### config.mk
export PLATFORM = sky130hd
export DESIGN_NAME = shift_seq_ctrl
export DESIGN_NICKNAME = d
export VERILOG_FILES = /design/src/rtl/shift_seq_ctrl_pkg.sv /design/src/rtl/shift_seq_ctrl_shift_step.sv /design/src/rtl/shift_seq_ctrl.sv
export SDC_FILE = /design/constraint.sdc
export NUM_CORES = 1
export LEC_CHECK = 0
export BUFFER_PORTS_ARGS = -buffer_cell sky130_fd_sc_hd__buf_2
export CAP_MARGIN = 15
export CORE_UTILIZATION = 52
export DETAILED_ROUTE_END_ITERATION = 8
export PLACE_DENSITY = 0.85
export SLEW_MARGIN = 10
export SYNTH_ARGS = -nofsm -noshare
export SYNTH_HDL_FRONTEND = slang
export SYNTH_SLANG_ARGS = --single-unit
### constraint.sdc
create_clock -name clk -period 2.4 [get_ports clk]
set_clock_uncertainty 0.2 [all_clocks]
set_input_delay 0.36 -clock clk [delete_from_list [all_inputs] [get_ports clk]]
set_output_delay 0.36 -clock clk [all_outputs]
set_load 0.02 [all_outputs]
### src/rtl/shift_seq_ctrl_pkg.sv
// Shared definitions for the multi-pass shift sequencer: op encodings,
// FSM state type, per-pass limit and the effective-amount rule.
package shift_seq_ctrl_pkg;

  localparam logic [1:0] OP_SRL = 2'b00;
  localparam logic [1:0] OP_SLL = 2'b01;
  localparam logic [1:0] OP_SRA = 2'b10;
  localparam logic [1:0] OP_ROR = 2'b11;

  localparam logic [2:0] MAX_STEP = 3'd7;

  typedef enum logic [1:0] {
    ST_IDLE  = 2'd0,
    ST_SHIFT = 2'd1,
    ST_DONE  = 2'd2
  } state_e;

  // Rotates wrap modulo 8; every other op saturates at a full 8-bit shift.
  function automatic logic [3:0] eff_amount(input logic [4:0] amt, input logic [1:0] op);
    if (op == OP_ROR) return {1'b0, amt[2:0]};
    else if (amt > 5'd8) return 4'd8;
    else return amt[3:0];
  endfunction

endpackage

### src/rtl/shift_seq_ctrl_shift_step.sv
// Single combinational shift pass of 0..7 positions; the only shift
// datapath in the sequencer.
module shift_step
  import shift_seq_ctrl_pkg::*;
(
  input  logic [7:0] data_i,
  input  logic [2:0] amt_i,
  input  logic [1:0] op_i,
  output logic [7:0] data_o
);

  logic [7:0] sra_res;

  assign sra_res = $unsigned($signed(data_i) >>> amt_i);

  always_comb begin
    data_o = data_i;
    case (op_i)
      OP_SRL:  data_o = data_i >> amt_i;
      OP_SLL:  data_o = data_i << amt_i;
      OP_SRA:  data_o = sra_res;
      OP_ROR:  data_o = (data_i >> amt_i) | (data_i << (4'd8 - {1'b0, amt_i}));
      default: data_o = data_i;
    endcase
  end

endmodule

### src/rtl/shift_seq_ctrl.sv
// Sequenced 8-bit shifter: captures an operand on start, applies the
// requested shift in passes of at most MAX_STEP bits, then pulses done.
module shift_seq_ctrl
  import shift_seq_ctrl_pkg::*;
(
  input  logic       clk,
  input  logic       rst_n,
  input  logic       start,
  input  logic [7:0] a,
  input  logic [4:0] amt,
  input  logic [1:0] op,
  output logic       busy,
  output logic       done,
  output logic [7:0] result,
  output state_e     state_o
);

  // Handshake: start is sampled only in IDLE and accepted on that edge;
  // busy is high from the accepting edge until the return to IDLE; done is
  // a one-cycle pulse in DONE with result valid, and result then holds
  // until the next accepted start. start while busy is dropped, not queued.

  state_e     state_q, state_d;
  logic [7:0] acc_q, acc_d;
  logic [3:0] rem_q, rem_d;
  logic [1:0] op_q, op_d;
  logic [2:0] step;
  logic [3:0] eff;
  logic [7:0] shifted;

  assign step = (rem_q > {1'b0, MAX_STEP}) ? MAX_STEP : rem_q[2:0];
  assign eff  = eff_amount(amt, op);

  shift_step u_shift_step (
    .data_i (acc_q),
    .amt_i  (step),
    .op_i   (op_q),
    .data_o (shifted)
  );

  always_ff @(posedge clk or negedge rst_n) begin
    if (!rst_n) begin
      state_q <= ST_IDLE;
      acc_q   <= 8'h00;
      rem_q   <= 4'd0;
      op_q    <= 2'b00;
    end else begin
      state_q <= state_d;
      acc_q   <= acc_d;
      rem_q   <= rem_d;
      op_q    <= op_d;
    end
  end

  always_comb begin
    state_d = state_q;
    acc_d   = acc_q;
    rem_d   = rem_q;
    op_d    = op_q;
    case (state_q)
      ST_IDLE: begin
        if (start) begin
          acc_d   = a;
          op_d    = op;
          rem_d   = eff;
          state_d = (eff != 4'd0) ? ST_SHIFT : ST_DONE;
        end
      end
      ST_SHIFT: begin
        acc_d = shifted;
        rem_d = rem_q - {1'b0, step};
        if (rem_q == {1'b0, step}) state_d = ST_DONE;
      end
      ST_DONE: state_d = ST_IDLE;
      default: state_d = ST_IDLE;
    endcase
  end

  // Both flags decode registered state only, so no input reaches them combinationally.
  assign busy    = (state_q != ST_IDLE);
  assign done    = (state_q == ST_DONE);
  assign result  = acc_q;
  assign state_o = state_q;

endmodule

# == After elaboration in Yosys (flattened, before gate mapping) ==
# Cells that the tools add are included.
# word_totals
register_bits,16
latchBits,0
mem_bits_rw,0
mem_bits_ro,0
out_inout_bits,12
wordCells,42
mem_count,0
# classes
addsub,2
multipliers,0
div_mod_pow,0
order_cmp,2
eq_ne,9
shift,4
mux,12
n_bitwise,1
n_reduce_logical,8
# ops
cell,n
8-bit one-hot mux with 4 select lines,1
8-bit one-hot mux with 2 select lines,1
4-bit two-way mux,3
2-bit equality test (second input constant),4
8-bit two-way mux,1
8-bit OR,1
4-bit one-hot mux with 2 select lines,1
8-bit by 3-bit left shift with 8-bit output,1
8-bit by 4-bit left shift with 8-bit output,1
8-bit by 3-bit right shift with 8-bit output,1
8-bit by 3-bit >>> shifter with 8-bit output,1
2-bit two-way mux,3
2-bit AND reduction,3
5-bit by 4-bit greater-than comparator with 1-bit output (second input constant),1
2-bit by 1-bit equality test with 1-bit output (second input constant),2
4-bit by 3-bit equality test with 1-bit output,1
4-bit by 3-bit greater-than comparator with 1-bit output (second input constant),1
2-bit zero test,2
2-bit inequality test (second input constant),2
2-bit one-hot mux with 2 select lines,1
2-bit nonzero test,2
4-bit nonzero test,1
4-bit by 3-bit subtractor with 4-bit output,1
4-bit by 3-bit subtractor with 4-bit output (first input constant),1
3-bit two-way mux,1

# == Depth between registers and ports, before layout ==
# depth
depth_word,7
depth_mapped,10
mapped_depth_nobuf,8

# == Cells and area by module ==
# From an unflattened synthesis, not the netlist that was laid out.
# unflattened
cells_unflattened,229
area_unflattened_um2,1923.1
# by_module_without_submodules
module,n_inst,cells_per_inst,area_each_um2,seq_area_each_um2
shift_step,1,145,1076.0,0.0
shift_seq_ctrl,1,84,847.1,400.4

# == Least setup slack after synthesis ==
# No wires, ideal clock.
# synth_path
path_kind,flip-flop to flip-flop
start,register rem_q[3]
end,register acc_q[7] (netlist: result[7])
arrival_ns,2.252
t_required_ns,2.071
slack_ns,-0.181
path_stages_with_launch,11
synth_period_minus_slack_ns,2.581
path_cell_list,dfrtp_1 -> buf_6 -> nor2_1 -> buf_2 -> ha_1 -> clkbuf_2 -> xnor2_2 -> mux2i_1 -> o31ai_2 -> nor2_1 -> o41a_1
# synth_via
elab_chain_cells,7
word_cells_on_any_way,10
cone_classes,add/sub (1); order compare (1); shift (4); mux (3); bitwise (1)
# synth_rtl
item,line_no,text
"start, declared",shift_seq_ctrl.sv:25,"logic [3:0] rem_q, rem_d;"
"start signal, assigned",shift_seq_ctrl.sv:50,rem_q <= rem_d;
4-bit by 3-bit greater-than comparator with 1-bit output *,shift_seq_ctrl.sv:31,"assign step = (rem_q > {1'b0, MAX_STEP}) ? MAX_STEP : rem_q[2:0];"
3-bit two-way mux *,shift_seq_ctrl.sv:31,
4-bit by 3-bit subtractor with 4-bit output,shift_seq_ctrl_shift_step.sv:22,"OP_ROR: data_o = (data_i >> amt_i) | (data_i << (4'd8 - {1'b0, amt_i}));"
8-bit by 4-bit left shift with 8-bit output,shift_seq_ctrl_shift_step.sv:22,
8-bit OR,shift_seq_ctrl_shift_step.sv:22,
8-bit one-hot mux with 4 select lines *,shift_seq_ctrl_shift_step.sv:18,case (op_i)
8-bit one-hot mux with 2 select lines *,shift_seq_ctrl.sv:60,case (state_q)
"end signal, assigned",shift_seq_ctrl.sv:44,acc_q <= 8'h00;
"end signal, assigned",shift_seq_ctrl.sv:49,acc_q <= acc_d;
"end, declared",shift_seq_ctrl.sv:24,"logic [7:0] acc_q, acc_d;"
# Mark *: on every way between the ends. The rest lies on a longest branch, timed or not.
# A chain may end at the register's enable or synchronous reset.

# == Worst setup path in the final report ==
# layout_path
start,register rem_q[3]
end,register acc_q[6] (netlist: result[6])
# Same word-level chain as after synthesis.

==> summary.txt <==
Status
  • Status: finished, final reports clean

Clock network
  • CTS Sinks: 16
  • Postcts setup bufs: 0
  • Root Buffer: clkbuf_8
  • Clock buffer depth: 2
  • TritonCTS clock tree: done
  • Clock buffer count from CTS: 3
  • Clk slew on worst S/H paths: around 70 ps
  • Clk Latency, worst-skew pair: roughly 250 ps
  • CTS H-Tree Depth: 1

Logic synthesis
  • Post-synth net total: between 200 and 300
  • Post-synth top flop: dfrtp_1
  • Yosys cell types: 60
  • Cells after synthesis: approximately 270
  • Post-Syn Area: 0.00202 mm^2
  • Area leader, netlist: dfrtp_1
  • Yosys warns: 0
  • Area contributors post-synth: dfrtp_1 (20%), mux2i_1 (9.9%), nand2_1 (6.1%)
  • Avg Inst Size Synth: roughly 7.5 um^2
  • Sequential fraction of the synthesis area: between 10% and 20%
  • Post-synth EDFFs: 0
  • Flop and latch count out of synthesis: 16
  • Ys async rst share: between 90% and 100%
  • Area share of the largest cell type after synthesis: around a fifth

Final layout
  • Fillers: between 300 and 400
  • Nets: 327
  • # diodes: 0
  • Area grow syn2layout: 20.6%
  • Ratio of cells with drive above 1 in the final layout: roughly 28%
  • Layout Cells excl Fill: 353
  • Final core utilization: roughly 66%

Placement
  • GP Congestion: 0.995
  • Placed instance count: approximately 350
  • Place WS: roughly 74 ps
  • Port Buffer Count: 29
  • Hpwl dp: 5.35 mm

Floorplanning
  • IO Pins: 30
  • Rows: 22
  • Die ar.: 0.00414 mm^2
  • Starting Density: between 50% and 60%
  • Core footprint: 0.00369 mm^2
  • Die Span Y: 64.3 um
  • DIE WIDTH: ~64 um

Setup path
  • Crit-path max cell delay: approximately 480 ps
  • Arr. time, crit path: 2220 ps
  • CP Capture Type: flip-flop
  • Critical path launch point type: flip-flop
  • Critical Path RT: approximately 2300 ps
  • Worst path buffer plus inverter count: 1
  • Critical Path Slowest Stage Cell: or3_1
  • Critical path class: reg2reg
  • Worst Path Max Fanout: 12
  • Delay-heaviest family, CP: simple AND/OR/NAND/NOR gates
  • Critical-path cell list: buf_6 > or3_1 > nor2_2 > o2111ai_1 > a221oi_1 > o21ai_0

Pwr
  • Share of power burned in registers: 16.4%
  • Switching Share: 54.0%
  • Leakage power: around 1.0 nW
  • Pwr Density: about 1800 mW/mm^2
  • Power share of the clock group: ~4.6%
  • Switch Pwr: about 2.4 mW
  • Logic pwr share: approximately 79%
  • Internal Pwr Total: between 2 and 2.5 mW
  • Total Power: ~4.5 mW
  • Worst IR Drop VDD: roughly 0.80 mV

Route
  • Iteration-0 DRC Markers: about 320
  • WL per Instance: 20.4 um
  • DRC: 0
  • Drt pass-1 iters: 6
  • Vias per cell: 6.75
  • Final wirelength: 7.19 mm
  • Vias: ~2400
  • Final ANT Viol Nets: 0

Flow run
  • Max_cap viols: 0

STA
  • Final worst-path cycle share: between 90% and 100%
  • Setup TNS: 0 ps
  • Fin crit period: roughly 2300 ps
  • Slew @ Worst Pin: between 400 and 500 ps
  • Final hold vios: 0
  • FMAX: around 440 MHz
  • Setup WS post-layout: roughly 110 ps
  • RSZ-0062 raised after global routing: no
  • Max_slew headroom: about 72%
  • Pins Over Slew Limit: 0
  • Setup violators final: 0

Global routing
  • GRT overflow: 0
  • Antenna violations before repair: 0
  • First-pass GRT wire length: approximately 11 mm
  • Total Routing Usage GR: 36.5%
  • Vias in the first global route: ~2200
  • Largest net degree at the start of global routing: 22

Worst hold path
  • Hold Path Class: in2reg
logic make-up (layout without fill, tap and decap cells):
group | after synthesis | after routing | share of synthesized area, %
adder cells (fa/ha/maj) | 2 | 2 | 1.24
multiplexers | 25 | 25 | 14.4
flip-flops | 16 | 16 | 19.8
XOR/XNOR | 4 | 4 | 3.03
buffers and inverters | 29 | 65 | 7.00
AND/OR/NAND/NOR | 111 | 111 | 27.6
AO/OA/AOI/OAI | 82 | 82 | 26.9
flip-flops by register name (all words and copies together), names as in the netlist:
register,cells
op_q,2
rem_q,4
result,8
state_o,2
timing repair:
action	in CTS	in global routing
hold endpoints to repair	16	0
hold buffers	1	0
setup endpoints to repair	0	5
resized for setup	0	11
layout by cell type, fill, tap and decap left out, types with 4 or more instances in the layout:
cell / instances
a21oi_1: 21
nor2_1: 31
inv_1: 6
buf_2: 29
mux2i_1: 18
dfrtp_1: 15
nand3_1: 6
nand2b_1: 6
nor2b_1: 8
o22ai_1: 7
o211ai_1: 5
buf_4: 23
o21ai_0: 16
nand3b_1: 4
nand2_1: 32
a31oi_1: 6
Yosys cell counts, drive strengths merged (2+ instances only):
| cell | count |
|---|---|
| xnor2 | 3 |
| o311ai | 2 |
| a22oi | 2 |
| ha | 2 |
| nor4 | 3 |
| a211oi | 3 |
| mux2 | 2 |
| nor2 | 35 |
| or3 | 2 |
| nor2b | 8 |
| o31ai | 2 |
| mux4 | 3 |
| o22ai | 8 |
| o21ai | 16 |
| a221oi | 3 |
| o211ai | 5 |
| and3 | 2 |
| a21oi | 21 |
| o31a | 2 |
| or4 | 2 |
| dfrtp | 16 |
| nand2b | 6 |
| and2 | 2 |
| nand3 | 6 |
| mux2i | 20 |
| inv | 6 |
| clkbuf | 14 |
| o2111ai | 3 |
| nor3 | 2 |
| buf | 9 |
| a311oi | 2 |
| nand3b | 4 |
| a31oi | 6 |
| or2 | 3 |
| nand2 | 33 |
| o221ai | 2 |
per-layer routing:
metal  track usage (%)  share of wire, %  up-vias
li1                  -                 -     1069
met2              59.6                45      165
met1              51.2                43     1130
met4              8.61               2.1        0
met5                 0                 0        -
met3              3.75               9.8       18
power groups by stage:
stage / clock (mW) / combinational [mW] / sequential, mW
after floorplan: 0 / 2.33 / 0.631
after global placement: 0 / 3.28 / 0.708
after detailed placement: 0 / 3.27 / 0.712
after CTS: 0.209 / 3.29 / 0.707
after global routing: 0.223 / 3.77 / 0.752
final: 0.206 / 3.53 / 0.733
path summary, 6_finish.rpt:
path	cells after the start	slack (ps)	to	start
setup / recovery	6	110	result[6]	rem_q[3]
hold / removal	3	130	op_q[0]	op[0]
setup reg to reg	6	110	result[6]	rem_q[3]
hold reg to reg	1	430	state_o[1]	state_o[1]
max in group asynchronous	2	1320	rem_q[3]	rst_n
min in group asynchronous	2	370	result[1]	rst_n
tightest hold or removal path, stage by stage:
cell and delay (ps):
buf_2 90, nand2_1 40, o21ai_0 60
through the flow:
step                      hold slack (ps)  cell area (um^2)
after detailed placement              104              2330
after floorplan                      -136              2040
after global placement                100              2330
final                                 127              2440
after global routing                  148              2440
after CTS                             129              2390
final cells by class:
class | count | area [um^2] | area share (%)
clock buffers | 3 | 41.3 | 1.69
inverters | 6 | 22.5 | 0.924
multi-input cells | 224 | 1530 | 62.9
flip-flops and latches | 16 | 402 | 16.5
well taps | 48 | 60.1 | 2.46
repair buffers | 56 | 379 | 15.6
(Power assumes the default switching activity.)
